$ cat src/rtl/bit_serializer_pkg.sv
// Shared types and constants for the bit serializer slice.
package bit_serializer_pkg;

  localparam int unsigned WIDTH_DEFAULT = 8;

  typedef enum logic {
    IDLE  = 1'b0,
    SHIFT = 1'b1
  } ser_state_e;

endpackage

$ cat src/rtl/ser_hold_reg.sv
// One-entry valid/ready holding buffer feeding the serializer shift register.
module ser_hold_reg #(
  parameter int unsigned WIDTH = 8
) (
  input  logic             clk,
  input  logic             rst_n,
  input  logic [WIDTH-1:0] in_data,
  input  logic             in_valid,
  output logic             in_ready,
  input  logic             take,
  output logic [WIDTH-1:0] hold_data,
  output logic             hold_valid
);

  logic [WIDTH-1:0] data_q, data_d;
  logic             valid_q, valid_d;

  assign in_ready   = !valid_q;
  assign hold_data  = data_q;
  assign hold_valid = valid_q;

  // Accept and take are mutually exclusive: accept needs the buffer empty, take needs it full.
  always_comb begin
    data_d  = data_q;
    valid_d = valid_q;
    if (in_valid && in_ready) begin
      data_d  = in_data;
      valid_d = 1'b1;
    end else if (take) begin
      valid_d = 1'b0;
    end
  end

  always_ff @(posedge clk or negedge rst_n) begin
    if (!rst_n) begin
      data_q  <= '0;
      valid_q <= 1'b0;
    end else begin
      data_q  <= data_d;
      valid_q <= valid_d;
    end
  end

endmodule

$ cat src/rtl/bit_serializer.sv
// Parallel-to-serial converter with a one-word holding buffer and bit-rate strobe.
module bit_serializer
  import bit_serializer_pkg::*;
#(
  parameter int unsigned WIDTH     = WIDTH_DEFAULT,
  parameter bit          MSB_FIRST = 1'b1
) (
  input  logic             clk,
  input  logic             rst,
  input  logic [WIDTH-1:0] in_data,
  input  logic             in_valid,
  output logic             in_ready,
  input  logic             bit_en,
  output logic             dout,
  output logic             dout_valid,
  output logic             busy
);

  localparam int unsigned    CW   = $clog2(WIDTH);
  localparam logic [CW-1:0]  LAST = CW'(WIDTH - 1);

  ser_state_e       state_q, state_d;
  logic [WIDTH-1:0] sr_q, sr_d;
  logic [CW-1:0]    cnt_q, cnt_d;
  logic [WIDTH-1:0] hold_data;
  logic             hold_valid;
  logic             last_bit;
  logic             load;

  assign last_bit = (cnt_q == LAST);
  // Load from IDLE regardless of bit_en, or back-to-back when the last bit is consumed.
  assign load = hold_valid && ((state_q == IDLE) || (bit_en && last_bit));

  ser_hold_reg #(
    .WIDTH(WIDTH)
  ) u_hold (
    .clk       (clk),
    .rst_n     (rst),
    .in_data   (in_data),
    .in_valid  (in_valid),
    .in_ready  (in_ready),
    .take      (load),
    .hold_data (hold_data),
    .hold_valid(hold_valid)
  );

  always_ff @(posedge clk or negedge rst) begin
    if (!rst) begin
      state_q <= IDLE;
    end else begin
      state_q <= state_d;
    end
  end

  always_comb begin
    state_d = state_q;
    case (state_q)
      IDLE:    if (hold_valid) state_d = SHIFT;
      SHIFT:   if (bit_en && last_bit && !hold_valid) state_d = IDLE;
      default: state_d = IDLE;
    endcase
  end

  always_comb begin
    sr_d  = sr_q;
    cnt_d = cnt_q;
    if (load) begin
      sr_d  = hold_data;
      cnt_d = '0;
    end else if ((state_q == SHIFT) && bit_en) begin
      if (last_bit) begin
        sr_d  = '0;
        cnt_d = '0;
      end else begin
        sr_d  = MSB_FIRST ? (sr_q << 1) : (sr_q >> 1);
        cnt_d = cnt_q + CW'(1);
      end
    end
  end

  always_ff @(posedge clk or negedge rst) begin
    if (!rst) begin
      sr_q  <= '0;
      cnt_q <= '0;
    end else begin
      sr_q  <= sr_d;
      cnt_q <= cnt_d;
    end
  end

  always_comb begin
    dout       = 1'b0;
    dout_valid = 1'b0;
    if (state_q == SHIFT) begin
      dout_valid = 1'b1;
      dout       = MSB_FIRST ? sr_q[WIDTH-1] : sr_q[0];
    end
    busy = hold_valid || (state_q == SHIFT);
  end

endmodule

$ cat config.mk
export PLATFORM = sky130hd
export DESIGN_NAME = bit_serializer
export DESIGN_NICKNAME = d
export VERILOG_FILES = /design/src/rtl/bit_serializer_pkg.sv /design/src/rtl/ser_hold_reg.sv /design/src/rtl/bit_serializer.sv
export SDC_FILE = /design/constraint.sdc
export NUM_CORES = 1
export LEC_CHECK = 0
export CORE_MARGIN = 4
export CORE_UTILIZATION = 52
export DETAILED_ROUTE_END_ITERATION = 10
export PLACE_DENSITY = 0.83
export SYNTH_ARGS = -nofsm -noshare
export SYNTH_HDL_FRONTEND = slang
export SYNTH_SLANG_ARGS = --single-unit
$ cat constraint.sdc
create_clock -name clk -period 1.73 [get_ports clk]
set_input_delay 0.4325 -clock clk [delete_from_list [all_inputs] [get_ports clk]]
set_output_delay 0.4325 -clock clk [all_outputs]
set_load 0.02 [all_outputs]
Word-level counts from Yosys, hierarchy flattened --
Index checks and enable logic that the tools add are counted.
Word-level totals: bits in registers 21, input port bits 12, logic and storage cells 31
Cells by class: reduce and logical (&&, ||, !) cells 10, equality and inequality tests 1, bitwise operators 1, $add $sub $neg 1, muxes and demuxes 13
Operator list (number):
- $mux W8 | 3
- $mux W3 | 3
- $mux W1 | 6
- $logic_and A1 B1 Y1 | 5
- $reduce_bool A2 Y1 | 2
- $add A3 B1 Y3 const B | 1
- $eq A3 B3 Y1 const B | 1
- $logic_or A1 B1 Y1 | 2
- $pmux W1 S2 | 1
- $logic_not A1 Y1 | 1
- $not A1 Y1 | 1

Longest topological paths before layout --
Gate-level depths: netlist of the first run.
word-level depth 6, gate-level depth with buffers 5

By module --
Synthesis of the first run repeated with hierarchy kept, for this count alone.
Second synthesis, totals: cells, all modules 99, area, all modules 1168.6 sq um
Modules (own cells, without submodules):
- bit_serializer | cells an instance 78, times used 1, area an instance 794.5 sq um, seq. area each 300.3 sq um
- ser_hold_reg | cells an instance 21, times used 1, area an instance 374.1 sq um, seq. area each 225.2 sq um

Least setup slack after synthesis of the first run --
No wires, ideal clock.
path kind reg-to-reg, start register cnt_q[0], end register sr_q[5], stages on the path, launching flop included 6, setup slack 210 ps, clock period less this slack 1520 ps, arrival time 1394 ps, cells stage by stage dfrtp_1 > ha_1 > ha_1 > and2_1 > a221o_1 > o311a_1
On the way: word-level cells in the longest chain between the ends 5, elaborated cells between the ends (all ways) 8, those cells by class eq/ne: 1; mux: 3; reduce/logical: 4
RTL lines:
- start, declared | RTL line bit_serializer.sv:24 | logic [CW-1:0] cnt_q, cnt_d;
- start signal, assigned | RTL line bit_serializer.sv:87 | cnt_q <= cnt_d;
- $eq A3 B3 Y1 * | RTL line bit_serializer.sv:30 | assign last_bit = (cnt_q == LAST);
- $logic_and A1 B1 Y1 | RTL line bit_serializer.sv:32 | assign load = hold_valid && ((state_q == IDLE) || (bit_en && last_bit));
- $logic_or A1 B1 Y1 | RTL line bit_serializer.sv:32
- $logic_and A1 B1 Y1 | RTL line bit_serializer.sv:32
- $mux W8 / $reduce_bool A2 Y1 (equally long branches)
- end signal, assigned | RTL line bit_serializer.sv:86 | sr_q <= sr_d;
- end, declared | RTL line bit_serializer.sv:23 | logic [WIDTH-1:0] sr_q, sr_d;
Every way passes the cells marked *; elsewhere a longest branch is shown, timed or not. The select of a mux whose other input is x is not followed. A chain may end at the register's enable or synchronous reset.

Worst setup path after layout of the first run --
start register state_q, end output port dout
On the way: word-level cells in the longest chain between the ends 1
RTL lines:
- start, declared | RTL line bit_serializer.sv:22 | ser_state_e state_q, state_d;
- start signal, assigned | RTL line bit_serializer.sv:51 | state_q <= state_d;
- $mux W1 | RTL line bit_serializer.sv:94 | if (state_q == SHIFT) begin
- end, declared | RTL line bit_serializer.sv:14 | output logic dout,
No other way between the ends.

==> impl_summary.md, run 1 <==
Detailed routing
The overall via count from detail_route is 859. In the final routed layout, each cell accounts on average for 15.3 um. In the routed design, unresolved DRC markers number 0. For this block, the initial DRC count from the detailed router was 23.

The number of detailed-route iterations in the first pass is 4. The final layout contains routed wiring with a total length of 2.25 mm. Once detail routing completed, the nets flagged for antenna violations numbered 0.

The via-per-instance ratio is 5.84.

Setup path
In this design, the stage delay of the slowest critical-path cell is 0.46 ns. At the worst endpoint, the arrival time is 1.21 ns. Of all nets on the critical path, the largest fanout is 5.

The signal on the critical path passes through and2_1 -> dlygate4sd2_1. The slowest stage of the critical path belongs to the cell dfrtp_2. The setup path with the least slack is of type register to output port. The kind of capture point of the worst setup path is an output port.

For the worst setup path, the data required time is 1.30 ns. The launching element type of the critical path is a register.

Floorplan
The die is 54.0 um tall. The initial utilization of the core area, before any placement, comes to 0.555. The die is 54.0 um wide.

The die covers 2910 um^2. In this run the count of I/O pins placed on the die edge is 16. The core area is 1980 um^2. The floorplan has 16 rows.

CTS
The later-pin clock latency in the skew report is 0.30 ns. After clock tree synthesis, the flow added hold-fix buffers numbering 0. Post-CTS timing repair inserted 0 buffers for setup.

Clock-pin slew was measured on the worst setup and hold paths at 0.11 ns. The number of H-tree levels is 1. The clock sink count is 21. The number of buffers created by CTS is 3. TritonCTS built the clock tree.

The cell at the root of the clock tree is clkbuf_4. The clock tree buffer depth is 2.

Pwr
For this design the total switching power over the nets is 0.620 mW. The total power consumption of the routed design is 1.83 mW. Of the total power, the share spent switching nets is 0.340. The share of total power dissipated in the clock network is 0.127. The internal portion of the total power is 1.21 mW.

For this design the static power due to leakage is 0.657 nW. The combinational power share is 0.408. VDD sags by at most 0.000843 V. The power density relative to cell area is 1360 nW/um^2. The share of total power dissipated in sequential elements is 0.465.

Place
The number of cells in the design after placement is 143. The count of buffers from port buffering is 15. Summed over all nets, the half-perimeter wirelength after detailed placement is 1.72 mm. The worst setup slack before clock tree synthesis is -0.0481 ns. At the end of routability-driven placement, the weighted congestion stood at 0.786.

Finish
Once layout is complete, the utilization of the core stands at 0.679. The count of filler cells inserted in the layout is 142. The number of antenna diodes is 0. The number of nets in the layout is 135.

In the final layout, flip-flops and latches occupy 527 um^2. The post-synthesis to final-layout area growth is 22.3%. The number of non-filler instances in the completed layout is 147. In the final layout, the multi-input gates occupy 517 um^2. Of the cells placed in the final design, the portion with a size suffix greater than 1 is 0.217.

Timing
Setup violations remaining at the end of the flow were counted as 0. The tightest slew margin relative to the limit is 0.620. Dividing the final minimum period by the clock period gives 0.950. The hold violation total from the final report is 0. The highest attainable clock frequency is 608 MHz. The max-slew violation count is 0.

Setup repair after global routing left no endpoint under its margin. The worst path in the final design needs a cycle of 1.64 ns, including I/O delays and setup. In the post-route analysis, the smallest setup slack over all paths is 0.0865 ns. The pin slew with the least headroom to its limit is 0.568 ns. The clock arrives with 0.000848 ns of skew.

Hold path
The type of the most critical hold path is primary input to asynchronous set/reset pin.

GRT
The wire length of the first global-routing pass is 3.76 mm. Entering global routing, the biggest net connects 22 pins. The number of global-route vias before repair came to 888.

Global routing finished with a remaining overflow of 0. The number of antenna violations at the first check in global routing is 0. The overall track demand over capacity in global routing is 0.182.

Yosys
The synthesized cell area is 1100 um^2. The number of warnings printed during yosys synthesis is 0. Counting every net in the synthesized netlist gives 112. The number of distinct library cells after synthesis is 24. For this run, the register share of the synthesized area comes to 0.478. After synthesis, the mean cell area works out to 11.2 um^2. After synthesis the netlist holds a flip-flop and latch count of 21. Synthesis handed over a netlist of 98 instances.

Job
The reported max-cap violation count is 0.

Run status
The flow ran to the end, and the final reports show no timing, DRC or antenna violations.
-- layout by cell type, fill, tap and decap left out --
cell type | synthesis | layout
a22o_1 | 3 | 3
o311a_1 | 1 | 1
o21bai_1 | 1 | 1
nand2_1 | 14 | 14
and2_1 | 2 | 2
dlygate4sd2_1 | 0 | 3
inv_2 | 1 | 1
a21boi_1 | 1 | 1
mux2i_1 | 7 | 7
nor2_2 | 1 | 1
buf_4 | 1 | 8
and3_1 | 6 | 6
dfrtp_2 | 0 | 1
nand2b_1 | 1 | 1
o22ai_1 | 2 | 2
ha_1 | 2 | 2
clkdlybuf4s50_1 | 0 | 11
a221o_1 | 1 | 1
clkbuf_4 | 0 | 3
clkinv_2 | 0 | 1
nor2b_1 | 2 | 2
o221ai_1 | 7 | 7
buf_12 | 0 | 1
a31o_2 | 1 | 1
clkbuf_2 | 0 | 1
dfrtp_1 | 21 | 20
inv_1 | 4 | 4
mux2_4 | 8 | 8
a21oi_1 | 6 | 6
-- critical path: cells and delay by family (launching register included) --
kind / cells / cell delay (ns)
buffers and inverters: 1 / 0.31
flip-flops: 1 / 0.46
AND/OR/NAND/NOR: 1 / 0.14
-- power by group through the flow --
stage          logic [mW]  clock network (mW)  registers, mW
2_1_floorplan       0.577                   0          0.813
3_3_place_gp        0.719                   0          0.848
3_5_place_dp        0.769                   0          0.859
4_1_cts             0.754               0.240          0.851
5_1_grt             0.821               0.264          0.878
6_report            0.745               0.232          0.850
-- synthesized netlist by cell type, drive strengths merged --
cell type / number / share of area
nor2: 1 / 0.0057
a221o: 1 / 0.0091
o311a: 1 / 0.0091
mux2i: 7 / 0.064
dfrtp: 21 / 0.48
a31o: 1 / 0.0080
nor2b: 2 / 0.011
o221ai: 7 / 0.056
o22ai: 2 / 0.011
o21bai: 1 / 0.0068
nand2b: 1 / 0.0057
nand2: 14 / 0.048
a21boi: 1 / 0.0068
inv: 5 / 0.017
a21oi: 6 / 0.027
a22o: 3 / 0.024
mux2: 8 / 0.11
buf: 6 / 0.035
and2: 2 / 0.011
ha: 2 / 0.023
and3: 6 / 0.034
-- logic make-up after synthesis --
group           share of synthesized area
mux                                 0.173
fa+ha+maj                          0.0227
simple gates                        0.116
buf+inv                            0.0523
flops                               0.478
compound gates                      0.158
-- metal layers --
layer | track usage | part of all wire | vias up
li1 | - | - | 406
met1 | 0.195 | 0.40 | 426
met2 | 0.321 | 0.54 | 23
met3 | 0.0693 | 0.048 | 4
met4 | 0.0664 | 0.013 | 0
met5 | 0 | 0 | -
-- path summary, 6_finish.rpt --
path | slack (ns) | cells past startpoint | startpoint | to
worst min register to register | 0.53 | 1 | u_hold.hold_data[0] | u_hold.hold_data[0]
min in group clk | 0.53 | 1 | u_hold.hold_data[0] | u_hold.hold_data[0]
worst max-delay path | 0.09 | 2 | state_q | dout
worst max register to register | 0.12 | 5 | cnt_q[0] | sr_q[5]
worst min-delay path | 0.45 | 2 | rst | cnt_q[2]
max in group asynchronous | 1.04 | 2 | rst | state_q
-- stage by stage --
step	TNS, ns	hold WS, ns	cell area (um^2)
after detailed placement	-0.0481	0.508	1330
after global routing	0	0.456	1350
after CTS	0	0.454	1350
after global placement	0	0.496	1330
final	0	0.454	1350
after floorplan	0	0.137	1100
-- layout make-up --
type / count / share of cell area
flip-flops and latches: 21 / 0.392
clock buffers: 3 / 0.0167
clock inverters: 1 / 0.00372
repair buffers: 24 / 0.165
multi-input cells: 66 / 0.384
inverters: 5 / 0.0140
well taps: 27 / 0.0251
-- state kept, by name (all words and copies together), names as in the netlist --
signal and flops:
u_hold.hold_data 8, cnt_q 3, u_hold.hold_valid 1, sr_q 8
state_q 1
-- timing repair --
action                                  in CTS  in global routing
resized for setup                            5                  2
pin swaps                                    0                  0
endpoints found under the setup margin       4                  1
Note: power is estimated with default switching activity, not from simulation.
==> inputs of run 2 (changes only) <==
--- a/config.mk
+++ b/config.mk
@@ -5,10 +5,13 @@
 export SDC_FILE = /design/constraint.sdc
 export NUM_CORES = 1
 export LEC_CHECK = 0
+export CAP_MARGIN = 40
 export CORE_MARGIN = 4
 export CORE_UTILIZATION = 52
 export DETAILED_ROUTE_END_ITERATION = 10
 export PLACE_DENSITY = 0.83
+export SETUP_SLACK_MARGIN = 0.4
+export SLEW_MARGIN = 20
 export SYNTH_ARGS = -nofsm -noshare
 export SYNTH_HDL_FRONTEND = slang
 export SYNTH_SLANG_ARGS = --single-unit
==> run 2 against run 1 <==
Compared with the run above:
- critical path depth is 1 higher
- non-clock buffer count grew 18
- flip-flop and latch count stayed put
- final area grew 24%
- core utilization up 17 points
- sequential power grew 5.2%
- sequential share of layout area down 7.6 points
- via count is 17% higher
- power grew 28%
- clock-buffer cell count rose by 1
- setup slack better by 0.12 ns
- largest cell class is now multi-input combinational cells
==> impl_summary.md, run 2 (synthesized netlist as in run 1, its figures left out) <==
Run status
The flow ran to the end, and the final reports show no timing, DRC or antenna violations.

Detailed routing
The via-per-instance ratio is 6.10 (+4.3%). The average routed wire per standard cell came to 19.9 um (+30%). The first-iteration detailed-routing DRC count was 27 (+17%). The sum of routed wire length over all layers was 3.28 mm (+46%). The remaining routing DRC violations came to 0 (unchanged). The overall via count from detail_route is 1006 (+17%). The count of antenna-violating nets left after detailed routing is 0 (unchanged). The number of detailed-route iterations in the first pass came to 4 (unchanged).

Setup path
For this design, the slowest cell found on the critical path is dfrtp_2. The worst setup path startpoint is u_hold.hold_valid. The kind of capture point of the worst setup path is an output port. The data arrival time of the critical path was 1.09 ns (-0.12 ns). The startpoint identified for the worst register-to-register timing path is cnt_q[1]. The largest stage delay on the critical path is 0.47 ns (about the same). The critical path required time was 1.30 ns (about the same). The worst setup path is of the register to output port kind.

In this design, the largest share of critical-path delay is due to flip-flops. STA classifies the critical path startpoint as a register. The worst path buffer plus inverter count is 2 (+1).

The peak fanout along the critical path is 3 (-2). Traced cell by cell, the critical path runs through nor2_4 -> inv_2 -> buf_6.

Finish
Leaving out fill and tap cells, the most frequent cell in the layout is dfrtp_1. The number of non-filler instances in the completed layout came to 165 (+12%). The count of filler cells inserted in the layout is 91 (-36%).

The post-synthesis to final-layout area growth is 52.1%. The sequential cell area in the final layout was 528 um^2 (+0.24%). The number of nets in the layout came to 153 (+13%). The area taken by multi-input logic gates came to 662 um^2 (+28%). The library cells used most frequently in the layout, excluding fill and tap cells, are dfrtp_1, buf_4, nand2_1, buf_6, clkdlybuf4s50_1. The number of antenna diodes was 0 (unchanged).

The share of post-route cells with drive strength above 1 is 0.529 (+0.312). The share of the core filled with cells is 0.844 (+0.165).

CTS
The number of buffers created by CTS is 3 (unchanged). The clock-pin transition on the worst setup and hold timing paths is 0.13 ns (+0.02 ns). The clock tree buffer depth came to 2 (unchanged).

The hold buffer count at cts was 0 (unchanged). The cell at the root of the clock tree is clkbuf_4. The clock sink count is 21 (unchanged). The number of H-tree levels came to 1 (unchanged).

The later-pin clock latency in the skew report came to 0.31 ns (about the same). TritonCTS built the clock tree.

Place
The worst setup slack before clock tree synthesis was 0.0476 ns (+0.0957 ns). The routability congestion estimate is 0.803 (+2.2%). The count of buffers from port buffering is 15 (unchanged).

The HPWL after detailed placement came to 1.62 mm (-5.7%). The number of cells in the design after placement came to 142 (-0.70%).

Floorplan
The floorplan die width was 54.0 um (unchanged). The area of the die is 2910 um^2 (unchanged). The total number of placement rows is 16 (unchanged). The count of pins on the block boundary is 16 (unchanged). The die boundary height is 54.0 um (unchanged). The core area was 1980 um^2 (unchanged). The starting utilization of the core area came to 0.555 (unchanged).

Timing
The final clock period utilization by the worst path is 0.882 (-0.0683). The highest attainable clock frequency was 656 MHz (+7.8%). The tightest slew margin relative to the limit is 0.816 (+0.196). Setup repair after global routing could not meet its margin everywhere. The post-route minimum period is 1.53 ns (-0.118 ns). The final setup TNS is 0 ns (unchanged). The max-slew violation count came to 0 (unchanged). The pin slew with the least headroom to its limit is 0.276 ns (-0.292 ns). The largest clock skew in the final design is 0.0163 ns (+0.0155 ns). The hold violation total from the final report is 0 (unchanged). The final number of setup-violating endpoints is 0 (unchanged). The worst-case setup margin in the final layout is 0.205 ns (+0.118 ns).

GRT
The number of antenna violations at the first check in global routing is 0 (unchanged). The wire length of the first global-routing pass is 4.65 mm (+24%). The overall track demand over capacity in global routing came to 0.229 (+0.0471).

The global-route congestion overflow total came to 0 (unchanged). The pin count of the biggest net entering global routing is 22 (unchanged). The number of global-route vias before repair is 1011 (+14%).

Pwr
The power density relative to cell area is 1390 nW/um^2 (+2.5%). The maximum vdd drop is 0.00113 V (+34%). The leakage power total was 0.793 nW (+21%). The total power consumption of the routed design is 2.33 mW (+28%).

Job
The reported max-cap violation count is 0 (unchanged).

Hold path
The type of the most critical hold path is primary input to asynchronous set/reset pin.
## run 2: area by class of cell
class | count | area share
Timing Repair Buffer | 42 | 0.239
Clock buffer | 4 | 0.0157
Tap cell | 27 | 0.0202
Sequential cell | 21 | 0.316
Multi-Input combinational cell | 66 | 0.396
Inverter | 5 | 0.0135
## run 2: repair_timing
action | 4_1_cts | 5_1_grt
pin swaps | 6 | 5
setup buffers | 11 | 7
resized for setup | 52 | 15
cloned | 1 | 0
setup endpoints to repair | 21 | 24
## run 2: final timing paths
check / end / slack (ns) / cells after the start
setup / recovery: busy / 0.20 / 3
hold / removal: state_q / 0.44 / 2
setup reg to reg: sr_q[6] / 0.26 / 6
hold reg to reg: u_hold.hold_data[3] / 0.56 / 1
max in group asynchronous: sr_q[3] / 1.05 / 2
min in group clk: u_hold.hold_data[3] / 0.56 / 1
## run 2: layer usage
| layer | vias to the layer above | wire length [um] | track usage |
|---|---|---|---|
| met5 | - | 0 | 0 |
| met4 | 0 | 145 | 0.116 |
| met3 | 20 | 203 | 0.0332 |
| met2 | 66 | 1670 | 0.427 |
| met1 | 478 | 1260 | 0.246 |
| li1 | 442 | - | - |
## run 2: where the power goes
group	total, mW	switching, mW	leakage (nW)	internal [mW]
clock network	0.246	0.156	0.0150	0.0900
registers	0.894	0.203	0.256	0.691
logic	1.19	0.482	0.523	0.707
total	2.33	0.841	0.793	1.49
## run 2: metrics by stage
step	instance area, um^2	hold WS [ns]
global route	1670	0.442
detailed placement	1330	0.508
global placement	1330	0.498
CTS	1550	0.461
finish	1670	0.441
floorplan	1130	0.137
==> inputs of run 3 (changes only) <==
==> constraint.sdc (replaced) <==
create_clock -name clk -period 1.7 [get_ports clk]
set_input_delay 0.425 -clock clk [delete_from_list [all_inputs] [get_ports clk]]
set_output_delay 0.425 -clock clk [all_outputs]
set_load 0.02 [all_outputs]
==> run 3 against run 2 <==
Compared with the run above:
- register-to-register slack got worse by 0.10 ns
- setup slack got worse by 0.048 ns
- global-route usage fell by 0.64 points
- wire length fell by 3.2%
- clock power rose by 3%
- clock skew fell by 0.014 ns
- clock-buffer cell count did not move
- combinational power fell by 3%
- critical path depth rose by 3
- core utilization fell by 2.9 points
- largest power group unchanged
- highest routed layer unchanged
==> impl_summary.md, run 3 (synthesized netlist as in run 1, its figures left out) <==
Finish
The most common library cell in the layout ignoring fill and taps is buf_4. The share of post-route cells with drive strength above 1 is 0.489 (-0.0399). The count of filler cells inserted in the layout is 104 (+14%). Leaving out fill and tap cells, the most frequent cells in the layout are buf_4, dfrtp_1, nand2_1. The number of nets in the layout was 152 (-0.65%). The number of antenna diodes is 0 (unchanged). The post-synthesis to final-layout area growth is 46.9%.

Floorplan
The count of pins on the block boundary is 16 (unchanged). The area of the die is 2910 um^2 (unchanged). The die boundary height is 54.0 um (unchanged). The total number of placement rows is 16 (unchanged). The core area is 1980 um^2 (unchanged). The floorplan die width is 54.0 um (unchanged). The starting utilization of the core area was 0.555 (unchanged).

Timing
The final number of setup-violating endpoints is 0 (unchanged). The pin slew with the least headroom to its limit was 0.268 ns (-0.00819 ns). The max-slew violation count was 0 (unchanged). The post-route minimum period is 1.54 ns. The final setup TNS is 0 ns (unchanged). The final clock period utilization by the worst path is 0.908. The tightest slew margin relative to the limit is 0.821 (+0.00546).

The worst hold-check slack is 0.446 ns (+0.00448 ns). Based on the critical path, the design can be clocked at up to 648 MHz. Setup repair after global routing could not meet its margin everywhere. The hold violation total from the final report is 0 (unchanged).

The worst-case setup margin in the final layout came to 0.157 ns (-0.0477 ns). The largest clock skew in the final design is 0.00238 ns (-0.0140 ns).

Detailed routing
The sum of routed wire length over all layers is 3.18 mm (-3.2%). The via-per-instance ratio is 6.11 (+0.21%). The overall via count from detail_route is 1002 (-0.40%).

The remaining routing DRC violations was 0 (unchanged). The average routed wire per standard cell is 19.4 um (-2.6%). The count of antenna-violating nets left after detailed routing is 0 (unchanged). The first-iteration detailed-routing DRC count is 27 (unchanged). The number of detailed-route iterations in the first pass was 4 (unchanged).

Place
The routability congestion estimate came to 0.803 (unchanged). The count of buffers from port buffering came to 15 (unchanged). The HPWL after detailed placement was 1.62 mm (about the same).

The worst setup slack before clock tree synthesis was 0.00808 ns (-0.0396 ns).

Job
The reported max-cap violation count is 0 (unchanged).

CTS
The number of H-tree levels is 1 (unchanged). The clock tree buffer depth is 2 (unchanged). TritonCTS built the clock tree. The later-pin clock latency in the skew report came to 0.31 ns (about the same).

The clock-pin transition on the worst setup and hold timing paths is 0.12 ns (about the same). The clock sink count came to 21 (unchanged). The cell at the root of the clock tree is clkbuf_4. The hold buffer count at cts came to 0 (unchanged). The number of buffers created by CTS came to 3 (unchanged).

GRT
The global-route congestion overflow total is 0 (unchanged). The number of global-route vias before repair is 985 (-2.6%). The wire length of the first global-routing pass is 4.49 mm (-3.4%).

The overall track demand over capacity in global routing is 0.222 (-0.00640). The pin count of the biggest net entering global routing is 22 (unchanged). The number of antenna violations at the first check in global routing is 0 (unchanged).

Setup path
The critical path required time is 1.88 ns (+0.58 ns). The worst path buffer plus inverter count is 4 (+2). The data arrival time of the critical path was 1.72 ns (+0.63 ns). The slowest stage of the critical path is the dfrtp_2 cell. The kind of critical path is register to register. Walking the worst path, the cells encountered are buf_4 -> buf_12 -> buf_4 -> buf_4 -> mux2i_1 -> o221ai_1. The largest stage delay on the critical path is 0.46 ns (about the same). The cell repeated most along the worst path is buf_4. STA classifies the critical path startpoint as a register. The cell family contributing the most delay on the critical path is buffers and inverters. The instance count on the critical path is 6 (+3). The length in cells of the worst reg-to-reg path is 6 (unchanged). The peak fanout along the critical path is 6 (+3).

STA classifies the critical path endpoint as a register.

Hold path
The path class of the tightest hold or removal check is primary input to asynchronous set/reset pin.

Pwr
The leakage power total is 0.774 nW (-2.5%). The power density relative to cell area is 1430 nW/um^2 (+2.5%). The maximum vdd drop is 0.00106 V (-5.7%).

Run status
The flow ran to the end, and the final reports show no timing, DRC or antenna violations.
[run 3: final timing paths]
path	from	to	slack, ns
max in group asynchronous	rst	state_q	1.02
max	u_hold.hold_valid	sr_q[4]	0.16
max reg2reg	u_hold.hold_valid	sr_q[4]	0.16
min in group clk	u_hold.hold_data[2]	u_hold.hold_data[2]	0.56
min reg2reg	u_hold.hold_data[2]	u_hold.hold_data[2]	0.56
min	rst	sr_q[7]	0.45
[run 3: worst register-to-register path, stage by stage, from the launching register on]
cell	delay [ns]
dfrtp_2	0.46
buf_4	0.15
buf_12	0.13
buf_4	0.15
buf_4	0.13
mux2i_1	0.20
o221ai_1	0.18
[run 3: timing repair]
item,4_1_cts,5_1_grt
hold endpoints to repair,0,0
pin swaps,5,2
gates resized for setup,45,11
cloned,1,0
setup buffers,11,6
setup endpoints to repair,22,23
[run 3: cell type report]
class | count | area [um^2] | share of cell area
Multi-Input combinational cell | 66 | 612 | 0.379
Sequential cell | 21 | 528 | 0.327
Timing Repair Buffer | 41 | 393 | 0.243
Tap cell | 27 | 33.8 | 0.0209
Clock buffer | 4 | 26.3 | 0.0163
Inverter | 5 | 22.5 | 0.0139
[run 3: per-layer routing]
| metal | share of wire | GRT usage |
|---|---|---|
| met3 | 0.054 | 0.0416 |
| met5 | 0 | 0 |
| met4 | 0.053 | 0.149 |
| met2 | 0.49 | 0.371 |
| met1 | 0.41 | 0.257 |
[run 3: per-stage QoR]
step                      utilization  cells  cell area, um^2  total power, mW
after CTS                       0.771    158             1530             2.13
final                           0.815    164             1620             2.30
after global routing            0.815    164             1620             2.43
after detailed placement        0.669    142             1330             1.67
after global placement          0.669    142             1330             1.62
after floorplan                     -     98             1130             1.45
[run 3: power by group]
| group | switching, mW | internal (mW) | total (mW) | leakage (nW) |
|---|---|---|---|---|
| Sequential | 0.201 | 0.703 | 0.904 | 0.256 |
| Clock | 0.161 | 0.0916 | 0.253 | 0.0150 |
| Combinational | 0.460 | 0.688 | 1.15 | 0.503 |
| Total | 0.822 | 1.48 | 2.30 | 0.774 |
